### src/rtl/mem_access_sequencer_pkg.sv
// Shared definitions for the memory access sequencer: FSM state encoding,
// access-kind constants and the word-alignment helper.
package mem_seq_pkg;

    typedef enum logic [2:0] {
        ST_IDLE  = 3'd0,
        ST_ISSUE = 3'd1,
        ST_WAIT  = 3'd2,
        ST_DONE  = 3'd3,
        ST_FAULT = 3'd4
    } state_e;

    // Access kind, taken from i_or_d when a request is latched
    localparam logic KIND_INST = 1'b0;
    localparam logic KIND_DATA = 1'b1;

    // Byte-offset bits that must be zero for a legal word access
    localparam logic [1:0] ALIGN_MASK = 2'b11;

    function automatic logic is_word_aligned(input logic [1:0] addr_lsb);
        return ((addr_lsb & ALIGN_MASK) == 2'b00);
    endfunction

endpackage

### src/rtl/mem_access_sequencer_if.sv
// Request/response bus between the sequencer (master) and the unified
// instruction/data memory (slave).
interface mem_access_sequencer_if #(
    parameter int ADDR_WIDTH = 32,
    parameter int DATA_WIDTH = 32
) ();

    logic                  mem_req_valid;
    logic                  mem_req_we;
    logic [ADDR_WIDTH-1:0] mem_req_addr;
    logic [DATA_WIDTH-1:0] mem_req_wdata;
    logic                  mem_req_ready;
    logic                  mem_resp_valid;
    logic [DATA_WIDTH-1:0] mem_resp_data;

    modport master (
        output mem_req_valid,
        output mem_req_we,
        output mem_req_addr,
        output mem_req_wdata,
        input  mem_req_ready,
        input  mem_resp_valid,
        input  mem_resp_data
    );

    modport slave (
        input  mem_req_valid,
        input  mem_req_we,
        input  mem_req_addr,
        input  mem_req_wdata,
        output mem_req_ready,
        output mem_resp_valid,
        output mem_resp_data
    );

endinterface

### src/rtl/mem_access_sequencer_timeout.sv
// Access watchdog: counts cycles spent with a request in flight and flags
// when the count reaches LIMIT. The count saturates at LIMIT.
module mem_timeout_counter #(
    parameter int LIMIT = 255
) (
    input  logic clk,
    input  logic rst,
    input  logic clear_i,
    input  logic enable_i,
    output logic expired_o
);

    localparam int CNT_W = $clog2(LIMIT + 1);
    localparam logic [CNT_W-1:0] LIMIT_C = CNT_W'(LIMIT);

    logic [CNT_W-1:0] count_q;
    logic [CNT_W-1:0] count_d;

    // Next count: clear on a new access, otherwise step while enabled
    always_comb begin
        count_d = count_q;
        if (clear_i) begin
            count_d = '0;
        end else if (enable_i && (count_q != LIMIT_C)) begin
            count_d = count_q + CNT_W'(1);
        end else begin
            count_d = count_q;
        end
    end

    // Count register
    always_ff @(posedge clk or posedge rst) begin
        if (rst) begin
            count_q <= '0;
        end else begin
            count_q <= count_d;
        end
    end

    assign expired_o = (count_q == LIMIT_C);

endmodule

### src/rtl/mem_access_sequencer.sv
// Turns the multicycle control unit's level strobes into a valid/ready
// memory request, waits for the response, latches IR/MDR and reports
// busy / done / sticky fault back to the control unit.
module mem_access_sequencer
    import mem_seq_pkg::*;
#(
    parameter int ADDR_WIDTH     = 32,
    parameter int DATA_WIDTH     = 32,
    parameter int TIMEOUT_CYCLES = 255
) (
    input  logic                  clk,
    input  logic                  reset,
    input  logic                  mem_read,
    input  logic                  mem_write,
    input  logic                  i_or_d,
    input  logic [ADDR_WIDTH-1:0] pc,
    input  logic [ADDR_WIDTH-1:0] alu_out,
    input  logic [DATA_WIDTH-1:0] write_data,
    mem_access_sequencer_if.master mem,
    output logic [DATA_WIDTH-1:0] ir_out,
    output logic [DATA_WIDTH-1:0] mdr_out,
    output logic                  mem_busy,
    output logic                  mem_done,
    output logic                  mem_fault
);

    state_e state_q, state_d;

    logic [ADDR_WIDTH-1:0] addr_q,  addr_d;
    logic                  we_q,    we_d;
    logic [DATA_WIDTH-1:0] wdata_q, wdata_d;
    logic                  kind_q,  kind_d;
    logic [DATA_WIDTH-1:0] ir_q,    ir_d;
    logic [DATA_WIDTH-1:0] mdr_q,   mdr_d;
    logic                  req_valid_q;
    logic                  done_q;
    logic                  fault_q;

    logic [ADDR_WIDTH-1:0] sel_addr_s;
    logic                  accept_s;
    logic                  in_flight_s;
    logic                  resp_take_s;
    logic                  expired_s;

    assign sel_addr_s  = i_or_d ? alu_out : pc;
    assign in_flight_s = (state_q == ST_ISSUE) || (state_q == ST_WAIT);
    assign resp_take_s = (state_q == ST_WAIT) && mem.mem_resp_valid;

    mem_timeout_counter #(
        .LIMIT (TIMEOUT_CYCLES)
    ) u_timeout (
        .clk       (clk),
        .rst       (reset),
        .clear_i   (accept_s),
        .enable_i  (in_flight_s),
        .expired_o (expired_s)
    );

    // Next-state logic; a response in the expiry cycle still completes
    always_comb begin
        state_d  = state_q;
        accept_s = 1'b0;
        case (state_q)
            ST_IDLE: begin
                if (mem_read && mem_write) begin
                    state_d = ST_FAULT;
                end else if (mem_read ^ mem_write) begin
                    if (is_word_aligned(sel_addr_s[1:0])) begin
                        accept_s = 1'b1;
                        state_d  = ST_ISSUE;
                    end else begin
                        state_d = ST_FAULT;
                    end
                end else begin
                    state_d = ST_IDLE;
                end
            end
            ST_ISSUE: begin
                if (expired_s) begin
                    state_d = ST_FAULT;
                end else if (mem.mem_req_ready) begin
                    state_d = ST_WAIT;
                end else begin
                    state_d = ST_ISSUE;
                end
            end
            ST_WAIT: begin
                if (mem.mem_resp_valid) begin
                    state_d = ST_DONE;
                end else if (expired_s) begin
                    state_d = ST_FAULT;
                end else begin
                    state_d = ST_WAIT;
                end
            end
            ST_DONE: begin
                state_d = ST_IDLE;
            end
            ST_FAULT: begin
                state_d = ST_FAULT;
            end
            default: begin
                state_d = ST_FAULT;
            end
        endcase
    end

    // Request latches and IR/MDR next values
    always_comb begin
        addr_d  = addr_q;
        we_d    = we_q;
        wdata_d = wdata_q;
        kind_d  = kind_q;
        ir_d    = ir_q;
        mdr_d   = mdr_q;
        if (accept_s) begin
            addr_d  = sel_addr_s;
            we_d    = mem_write;
            wdata_d = write_data;
            kind_d  = i_or_d;
        end else begin
            addr_d  = addr_q;
            we_d    = we_q;
            wdata_d = wdata_q;
            kind_d  = kind_q;
        end
        if (resp_take_s && !we_q) begin
            if (kind_q == KIND_INST) begin
                ir_d = mem.mem_resp_data;
            end else begin
                mdr_d = mem.mem_resp_data;
            end
        end else begin
            ir_d  = ir_q;
            mdr_d = mdr_q;
        end
    end

    // State, datapath and registered status outputs
    always_ff @(posedge clk or posedge reset) begin
        if (reset) begin
            state_q     <= ST_IDLE;
            addr_q      <= '0;
            we_q        <= 1'b0;
            wdata_q     <= '0;
            kind_q      <= KIND_INST;
            ir_q        <= '0;
            mdr_q       <= '0;
            req_valid_q <= 1'b0;
            done_q      <= 1'b0;
            fault_q     <= 1'b0;
        end else begin
            state_q     <= state_d;
            addr_q      <= addr_d;
            we_q        <= we_d;
            wdata_q     <= wdata_d;
            kind_q      <= kind_d;
            ir_q        <= ir_d;
            mdr_q       <= mdr_d;
            req_valid_q <= (state_d == ST_ISSUE);
            done_q      <= (state_d == ST_DONE);
            fault_q     <= (state_d == ST_FAULT);
        end
    end

    assign mem.mem_req_valid = req_valid_q;
    assign mem.mem_req_we    = we_q;
    assign mem.mem_req_addr  = addr_q;
    assign mem.mem_req_wdata = wdata_q;

    assign ir_out    = ir_q;
    assign mdr_out   = mdr_q;
    assign mem_done  = done_q;
    assign mem_fault = fault_q;
    // Combinational so the control unit stalls in the accept cycle itself
    assign mem_busy  = in_flight_s || accept_s;

endmodule

### src/flat_wrapper.sv
// flat-port wrapper written by rule: the top's interface ports become plain ports
module mem_access_sequencer_flat import mem_seq_pkg::*;
#(
    parameter int ADDR_WIDTH     = 32,
    parameter int DATA_WIDTH     = 32,
    parameter int TIMEOUT_CYCLES = 255
)
  (clk, reset, mem_read, mem_write, i_or_d, pc, alu_out, write_data, ir_out, mdr_out, mem_busy, mem_done, mem_fault, mem_mem_req_valid, mem_mem_req_we, mem_mem_req_addr, mem_mem_req_wdata, mem_mem_req_ready, mem_mem_resp_valid, mem_mem_resp_data);
  mem_access_sequencer_if #(.ADDR_WIDTH(ADDR_WIDTH), .DATA_WIDTH(DATA_WIDTH)) mem_i ();
  input  logic clk;
  input  logic reset;
  input  logic mem_read;
  input  logic mem_write;
  input  logic i_or_d;
  input  logic [ADDR_WIDTH-1:0] pc;
  input  logic [ADDR_WIDTH-1:0] alu_out;
  input  logic [DATA_WIDTH-1:0] write_data;
  output logic [DATA_WIDTH-1:0] ir_out;
  output logic [DATA_WIDTH-1:0] mdr_out;
  output logic mem_busy;
  output logic mem_done;
  output logic mem_fault;
  output wire logic [$bits(mem_i.mem_req_valid)-1:0] mem_mem_req_valid;
  output wire logic [$bits(mem_i.mem_req_we)-1:0] mem_mem_req_we;
  output wire logic [$bits(mem_i.mem_req_addr)-1:0] mem_mem_req_addr;
  output wire logic [$bits(mem_i.mem_req_wdata)-1:0] mem_mem_req_wdata;
  input wire logic [$bits(mem_i.mem_req_ready)-1:0] mem_mem_req_ready;
  input wire logic [$bits(mem_i.mem_resp_valid)-1:0] mem_mem_resp_valid;
  input wire logic [$bits(mem_i.mem_resp_data)-1:0] mem_mem_resp_data;
  assign mem_mem_req_valid = mem_i.mem_req_valid;
  assign mem_mem_req_we = mem_i.mem_req_we;
  assign mem_mem_req_addr = mem_i.mem_req_addr;
  assign mem_mem_req_wdata = mem_i.mem_req_wdata;
  assign mem_i.mem_req_ready = mem_mem_req_ready;
  assign mem_i.mem_resp_valid = mem_mem_resp_valid;
  assign mem_i.mem_resp_data = mem_mem_resp_data;
  mem_access_sequencer #(.ADDR_WIDTH(ADDR_WIDTH), .DATA_WIDTH(DATA_WIDTH), .TIMEOUT_CYCLES(TIMEOUT_CYCLES)) u_core (.clk(clk), .reset(reset), .mem_read(mem_read), .mem_write(mem_write), .i_or_d(i_or_d), .pc(pc), .alu_out(alu_out), .write_data(write_data), .mem(mem_i), .ir_out(ir_out), .mdr_out(mdr_out), .mem_busy(mem_busy), .mem_done(mem_done), .mem_fault(mem_fault));
endmodule
### config.mk
export PLATFORM = sky130hd
export DESIGN_NAME = mem_access_sequencer_flat
export DESIGN_NICKNAME = d
export VERILOG_FILES = /design/src/rtl/mem_access_sequencer_pkg.sv /design/src/rtl/mem_access_sequencer_if.sv /design/src/rtl/mem_access_sequencer_timeout.sv /design/src/rtl/mem_access_sequencer.sv /design/src/flat_wrapper.sv
export SDC_FILE = /design/constraint.sdc
export NUM_CORES = 1
export LEC_CHECK = 0
export ABC_AREA = 1
export CAP_MARGIN = 20
export CORE_UTILIZATION = 46
export CTS_CLUSTER_SIZE = 40
export DETAILED_ROUTE_END_ITERATION = 8
export GPL_ROUTABILITY_DRIVEN = 0
export MAX_ROUTING_LAYER = met4
export PLACE_DENSITY = 0.87
export SLEW_MARGIN = 40
export SYNTH_ARGS = -nofsm -noshare
export SYNTH_HDL_FRONTEND = slang
export SYNTH_SLANG_ARGS = --single-unit
### constraint.sdc
create_clock -name clk -period 14.95 [get_ports clk]
set_input_delay 4.485 -clock clk [delete_from_list [all_inputs] [get_ports clk]]
set_output_delay 4.485 -clock clk [all_outputs]
set_load 0.01 [all_outputs]
### Yosys cells after proc, flatten, opt, wreduce, memory -nomap -nowiden

Index checks and enable logic that the tools add are counted.

* eq/ne operators: 8
* add/sub/neg operators: 1
* reductions and logical operators: 12
* mux-type cells: 15
* bitwise operators: 2

Operators with widths (number)
* 32-bit two-way mux: 1
* 3-bit two-way mux: 6
* 8-bit two-way mux: 2
* 3-bit one-hot mux with 4 select lines: 1
* 3-bit by 2-bit == test with 1-bit output (second input constant): 3
* 8-bit by 1-bit adder with 8-bit output (second input constant): 1
* 8-bit == test (second input constant): 1
* 8-bit != test (second input constant): 1
* 3-bit by 1-bit == test with 1-bit output (second input constant): 2
* 1-bit logical AND: 4
* 1-bit two-way mux: 4
* 2-bit AND reduction: 2
* 3-bit == test (second input constant): 1
* 3-bit logical NOT: 1
* 2-bit logical NOT: 1
* 1-bit logical OR: 2
* 2-bit two-way mux: 1
* 2-bit nonzero test: 1
* 1-bit logical NOT: 1
* 1-bit inverter: 1
* 1-bit XOR: 1

* output and inout port bits: 133
* input port bits: 135
* word-level logic and storage cells: 49
* flip-flop bits (word level): 144

### Depth between registers and ports, before layout

Gate-level depths: netlist of run 1.

* depth in word-level cells: 7
* gate-level depth with buffers: 9
* gate-level depth less buffers: 8

### Cells and area by module

Synthesis of run 1 repeated with hierarchy kept, for this count alone.

* cell total of the unflattened synthesis: 776
* area, all modules: 6382.4 sq um

By module, submodules not included
* mem_access_sequencer: area each 5875.6 sq um, times used 1, cells each 707, seq. area each 3403.3 sq um
* mem_timeout_counter: area each 506.7 sq um, times used 1, cells each 69, seq. area each 200.2 sq um

### Least setup slack after synthesis of run 1

OpenSTA, ideal clock, no wires.

* kind: input -> output
* start: input port mem_read
* end: output port mem_busy
* stages on the path: 7
* arrival: 5562 ps
* data required time: 10465 ps
* path buffers: 2
* setup slack: 4903 ps
* cells stage by stage: ha_1 -> nand2_1 -> nor3_1 -> nand2_2 -> buf_4 -> buf_6 -> nand3_1

* longest elaborated chain between the ends: 5
* elaborated cells between the ends (all ways): 6
* those cells by class: mux: 3; bitwise: 1; reduce/logical: 2

Ends and longest elaborated chain
* start: declaration: RTL line flat_wrapper.sv:12 `input logic mem_read;`
* 1-bit XOR: RTL line mem_access_sequencer.sv:67 `end else if (mem_read ^ mem_write) begin`
* 1-bit two-way mux: RTL line mem_access_sequencer.sv:67
* 1-bit two-way mux *: RTL line mem_access_sequencer.sv:65 `if (mem_read && mem_write) begin`
* 1-bit two-way mux *: RTL line mem_access_sequencer.sv:63 `case (state_q)`
* 1-bit logical OR *: RTL line mem_access_sequencer.sv:176 `assign mem_busy = in_flight_s || accept_s;`
* end: declaration: RTL line flat_wrapper.sv:20 `output logic mem_busy;`

Mark *: on every way between the ends. The rest lies on a longest branch, timed or not.

### Final worst setup path of run 1

* start: input port mem_write
* end: output port mem_busy

* longest elaborated chain between the ends: 5
* elaborated cells between the ends (all ways): 6
* those cells by class: mux: 3; bitwise: 1; reduce/logical: 2

Ends and longest elaborated chain
* start: declaration: RTL line flat_wrapper.sv:13 `input logic mem_write;`
* 1-bit XOR: RTL line mem_access_sequencer.sv:67
* 1-bit two-way mux: RTL line mem_access_sequencer.sv:67
* 1-bit two-way mux *: RTL line mem_access_sequencer.sv:65
* 1-bit two-way mux *: RTL line mem_access_sequencer.sv:63
* 1-bit logical OR *: RTL line mem_access_sequencer.sv:176

Marked as above.

==> summary.txt, run 1 <==
Routing
  – Wire per inst: 16.9 um
  – Met3 WL: 1.19 mm
  – DR iter-0 viols: 579
  – Met1 wire length: a little under 8 mm
  – Post-Route WL: roughly 19 mm
  – Vias per inst: 5.07
  – # DRC: 0
  – Met2 WL: approximately 9.5 mm
  – Vias: 5629
  – 1st-pass router iterations: 7
  – DR top layer: met4
  – Final ANT Viol Nets: 0

Clocking
  – H-tree Lvls: 4
  – CTS root buf: clkbuf_16
  – Postcts setup bufs: 0
  – CTS sink cnt: 144
  – CTS Hold Bufs: 0
  – Number of CTS-inserted buffers: 17
  – CTS resizes: 0
  – CTS clock-pin slew for the worst setup and hold paths: about 0.06 ns
  – Clock insertion delay at the later pin of the skew report: 0.42 ns
  – Clk buf depth: 2
  – TritonCTS clock tree: done

Global route
  – GRT Overall Usage: 29.4%
  – First-pass GRT wire length: 30.1 mm
  – Largest net degree at the start of global routing: 96
  – Initial antenna violation count: 0
  – Vias in the first global route: between 5000 and 6000
  – Total grt overflow: 0

Setup path
  – CP cell instances: clkdlybuf4s50_1 > ha_1 > nand2_1 > nor3_1 > nand2_4 > nand3_1 > clkdlybuf4s50_1
  – Critical path's top delay family: buffers and inverters
  – CP Class: in2out
  – Crit end category: output pin
  – Most used cell, CP: clkdlybuf4s50_1
  – Startpoint types: primary input
  – Slowest-stage cell, CP: clkdlybuf4s50_1
  – Critical path data required time: about 10 ns
  – Crit-path max FO: 4
  – Slowest stage delay, CP: 0.53 ns
  – CP Data Arrival Time: between 6 and 7 ns
  – WP buf/inv: 2

Placed design
  – Dpl hpwl: around 13 mm
  – Placed Cells: 1077
  – IO buf count: 267

Timing
  – Slew @ Worst Pin: a little under 0.8 ns
  – Tcrit/Tclk final: between 70 and 80%
  – Highest Clock Rate: between 90 and 100 MHz
  – Slew headroom: 46.9%
  – Unrepaired setup endpoints after global routing: no
  – Final min period: 10.87 ns
  – Layout Skew: approximately 0.0077 ns
  – Final setup violating endpoints: 0
  – Final max-slew violation count: 0
  – Hold violation total from the final report: 0
  – Fin Setup TNS: 0 ns

Synthesis
  – YS warnings: 0
  – Syn avg cell area: 9.09 um^2
  – Post-synth EDFFs: 0
  – Yosys top cell area share: 58.9%
  – Synth Register Bits: 144
  – Synth cell count leaders: 286 x nand2_1, 144 x dfrtp_1, 76 x o21ai_0, 30 x mux2i_1
  – Syn Inst Count: a little under 700
  – Register area share after synthesis: 58.9%
  – Post-synth cell types: 24
  – Top post-synthesis cells by area: dfrtp_1 59%, nand2_1 18%, o21ai_0 6.2%
  – Post-Syn Nets: 810
  – Synthesized area: between 0.006 and 0.007 mm^2
  – Fraction of registers with async set/reset: 100%
  – Most frequent cell after synthesis: nand2_1
  – Top_reg_cell synth: dfrtp_1
  – Synth area leader: dfrtp_1

Die
  – Die width: about 120 um
  – Rows: 41
  – Initial Util: 47.9%
  – DIE AREA: ~0.014 mm^2
  – IO Count: around 270
  – Core area: 0.0128 mm^2
  – Die Height: 117 um

Layout
  – Final net count: ~1100
  – Register area: between 0.003 and 0.004 mm^2
  – Layout area overhead: 54.2%
  – Diodes inserted: 0
  – Filler cells: 895
  – Layout cells sized above 1: 5.22%
  – Non-Filler Instances: 1110
  – Area of the multi-input gates: 0.00220 mm^2
  – Final core utilization: 73.9%

Flow run
  – Max-cap violations: 0

Power and ir drop
  – Int Power: 971 uW
  – Leak: 0.00468 uW
  – Peak supply drop: 0.0977 mV
  – Reg power frac: 38.8%
  – Net Sw Power: 402 uW
  – Sw Ratio: between 20 and 30%
  – Pwr Density: 145 mW/mm^2
  – Combinational power share: 28.6%
  – Clock share of power: roughly a third

Min path
  – Worst hold path type: reg2reg

Status
  – Outcome: finished, final reports clean
==> kinds of logic (layout without fill, tap and decap cells) <==
family,Yosys count,after routing,synth area share (%)
fa+ha+maj,2,2,0.409
flops,144,144,58.9
buf+inv,58,323,5.30
mux,30,30,4.91
xor+xnor,3,3,0.429
simple gates,337,337,22.0
compound gates,99,99,8.12
==> per-stage QoR <==
stage	setup WS (ns)	power, uW	hold WS (ns)	area, um^2
2_1_floorplan	4.90	674	0.498	6120
3_3_place_gp	4.12	920	0.461	8790
3_5_place_dp	4.10	927	0.465	8790
4_1_cts	4.09	1380	0.481	9420
5_1_grt	3.98	1440	0.498	9440
6_report	4.08	1370	0.478	9440
==> cell type report <==
type                       instances  share of cell area (%)
clock buffer                      18                    4.65
multi-input combinational        471                    23.3
tap                              172                    2.28
sequential                       144                    38.2
timing repair buffer             271                    28.8
clock inverter                    14                    2.00
inverter                          20                   0.848
==> flip-flops by register name, summed over array words and instances, names as in the netlist <==
signal	count
u_core.ir_out	32
u_core.kind_q	1
u_core.mdr_out	32
u_core.mem.mem_req_addr	32
u_core.mem.mem_req_valid	1
u_core.mem.mem_req_wdata	32
u_core.mem.mem_req_we	1
u_core.mem_done	1
u_core.mem_fault	1
u_core.state_q	3
u_core.u_timeout.count_q	8
==> power groups by stage <==
stage          combinational, uW  clock, uW  sequential (uW)
2_1_floorplan                104          0              570
3_3_place_gp                 385          0              534
3_5_place_dp                 393          0              533
4_1_cts                      395        454              533
5_1_grt                      423        474              545
6_report                     392        447              533
==> per-layer routing <==
layer / vias to the layer above / global-route usage, %
met2: 240 / 48.3
met5: - / -
met3: 19 / 6.52
li1: 2657 / -
met1: 2713 / 36.4
met4: 0 / 8.77
==> worst min-delay path: stages (launching register included) <==
cell and delay [ns]:
dfrtp_1 0.34, nand2_1 0.05, nand2_1 0.05
==> worst paths after layout <==
kind	startpoint	end	slack [ns]	cells after the start
max	mem_write	mem_busy	4.08	7
min	u_core.mem.mem_req_wdata[5]	u_core.mem.mem_req_wdata[5]	0.48	2
max reg2reg	u_core.state_q[0]	u_core.mem.mem_req_we	12.47	8
min reg2reg	u_core.mem.mem_req_wdata[5]	u_core.mem.mem_req_wdata[5]	0.48	2
max in group asynchronous	reset	u_core.ir_out[1]	9.27	3
min in group asynchronous	reset	u_core.mdr_out[22]	4.53	2
==> placed cells by master, fill, tap and decap left out, drive strengths merged <==
cell type	n
nand4	1
o22ai	1
nor2	24
dfrtp	144
nand3	20
buf	5
clkinv	6
nor3	3
clkinvlp	3
a21oi	1
ha	2
xor2	3
nand2	289
clkdlybuf4s50	266
o21ai	97
bufinv	4
clkbuf	18
inv	21
mux2i	30
Note: power is estimated with default switching activity, not from simulation.
==> run 2, diff against run 1 <==
CORE_UTILIZATION = 42   (was 46)
PLACE_DENSITY = 0.8   (was 0.87)
clock period = 11.1 ns   (was 14.95 ns; I/O delays follow)
==> run 2 against run 1 <==
Sequential cell count unchanged. Critical path depth unchanged. Core utilization decreased by 7.0 points. Clock power increased by 27%. Clock-buffer cell count grew 1. Design area is 0.45% lower. Non-clock buffer count did not move. Largest power group unchanged.
==> summary.txt, run 2 (synthesized netlist as in run 1, its figures left out) <==
Die
  – Rows: 43
  – Core area: ~0.014 mm^2
  – Initial Util: 43.6%
  – DIE AREA: 0.0151 mm^2
  – Die width: 123 um
  – Die Height: 123 um
  – IO Count: 268

Layout
  – Commonest non-fill, non-tap cell in the layout: nand2_1
  – Layout area overhead: 53.5%
  – Final net count: 1062
  – Diodes inserted: 0
  – Layout cells sized above 1: 5.12%
  – Most frequent cells in the layout: 286 x nand2_1, 266 x clkdlybuf4s50_1, 144 x dfrtp_1

Setup path
  – CP cell instances: clkdlybuf4s50_1 > ha_1 > nand2_1 > nor3_1 > nand2_4 > nand3_1 > clkdlybuf4s50_1
  – CP Class: in2out
  – Slowest-stage cell, CP: clkdlybuf4s50_1
  – Crit end category: output pin
  – Startpoint types: primary input
  – Most used cell, CP: clkdlybuf4s50_1
  – Critical path data required time: ~8 ns
  – CP Data Arrival Time: between 5 and 6 ns
  – Crit-path max FO: just over 50
  – Slowest stage delay, CP: 0.55 ns

Status
  – Outcome: finished, final reports clean

Power and ir drop
  – Leak: 0.00465 uW
  – Peak supply drop: approximately 0.15 mV
  – Pwr Density: 192 mW/mm^2
  – Final Total Pwr: 1810 uW

Placed design
  – IO buf count: 267
  – Dpl hpwl: 12.8 mm

Clocking
  – CTS resizes: 0
  – Postcts setup bufs: 0
  – Number of CTS-inserted buffers: 17
  – CTS clock-pin slew for the worst setup and hold paths: 0.06 ns
  – CTS Hold Bufs: 0
  – CTS sink cnt: 144
  – TritonCTS clock tree: done
  – Clk buf depth: 2
  – H-tree Lvls: 4
  – CTS root buf: clkbuf_16
  – Clock insertion delay at the later pin of the skew report: 0.42 ns

Global route
  – First-pass GRT wire length: 28.4 mm
  – Initial antenna violation count: 0
  – Total grt overflow: 0
  – Vias in the first global route: approximately 5500
  – Largest net degree at the start of global routing: 74
  – GRT Overall Usage: 26.1%

Routing
  – Vias per inst: 4.92
  – 1st-pass router iterations: 5
  – Wire per inst: 16.5 um
  – Final ANT Viol Nets: 0
  – DR iter-0 viols: 361
  – # DRC: 0
  – Post-Route WL: 18.4 mm
  – Vias: 5497

Timing
  – Tcrit/Tclk final: 81.0%
  – Unrepaired setup endpoints after global routing: no
  – Final max-slew violation count: 0
  – Hold WS: 0.475 ns
  – Fin Setup TNS: 0 ns
  – Slew headroom: 46.5%
  – Hold violation total from the final report: 0
  – Layout Skew: 0.00541 ns
  – Highest Clock Rate: 111 MHz
  – Final min period: 8.99 ns
  – Slew @ Worst Pin: ~0.80 ns
  – Final setup violating endpoints: 0

Min path
  – Worst hold path type: reg2reg

Flow run
  – Max-cap violations: 0
-- run 2: cell count changes in the layout (fill, tap and decap cells not counted) --
cell	change
buf_2	+1
buf_4	+1
buf_6	-1
buf_8	-1
bufinv_16	-2
clkbuf_8	+1
clkinv_2	-2
clkinv_4	+2
-- run 2: layout make-up --
cell class | count | area [um^2]
timing repair buffer | 271 | 2700
fill | 1144 | 4650
clock inverter | 12 | 136
sequential | 144 | 3600
clock buffer | 19 | 453
multi-input combinational | 471 | 2200
inverter | 20 | 80.1
tap | 180 | 225
-- run 2: path summary, 6_finish.rpt --
path | start | endpoint | slack, ns | depth (start not counted)
setup reg to reg | u_core.state_q[1] | u_core.mdr_out[26] | 8.73 | 6
hold / removal | u_core.mdr_out[16] | u_core.mdr_out[16] | 0.47 | 2
min in group asynchronous | reset | u_core.mdr_out[21] | 3.40 | 2
setup / recovery | mem_write | mem_busy | 2.11 | 7
max in group asynchronous | reset | u_core.mem.mem_req_wdata[16] | 6.61 | 3
hold reg to reg | u_core.mdr_out[16] | u_core.mdr_out[16] | 0.47 | 2
-- run 2: where the power goes --
group	switching (uW)	total, uW	internal, uW
Clock	224	566	342
Sequential	69.4	712	642
Combinational	244	528	284
Total	538	1810	1270
-- run 2: metrics by stage --
stage | worst slack (ns) | instance area (um^2) | std cells | utilization [%]
finish | 2.11 | 9400 | 1117 | 66.9
global route | 1.96 | 9400 | 1117 | 66.9
CTS | 2.08 | 9400 | 1117 | 66.9
detailed placement | 2.09 | 8810 | 1086 | 62.7
global placement | 2.11 | 8800 | 1086 | 62.7
floorplan | 3.36 | 6120 | 673 | -
-- run 2: per-layer routing --
metal	global-route usage (%)	vias to the layer above	part of all wire, %
met5	-	-	0
met4	7.93	0	1.5
met3	9.62	22	9.9
met2	42.0	247	48
met1	30.4	2567	40
li1	-	2661	-
-- run 2: worst max-delay path, delay by kind of cell --
kind / cells / cell delay (ns)
adder cells (fa/ha/maj): 1 / 0.36
buffers and inverters: 2 / 1.02
AND/OR/NAND/NOR: 4 / 0.93
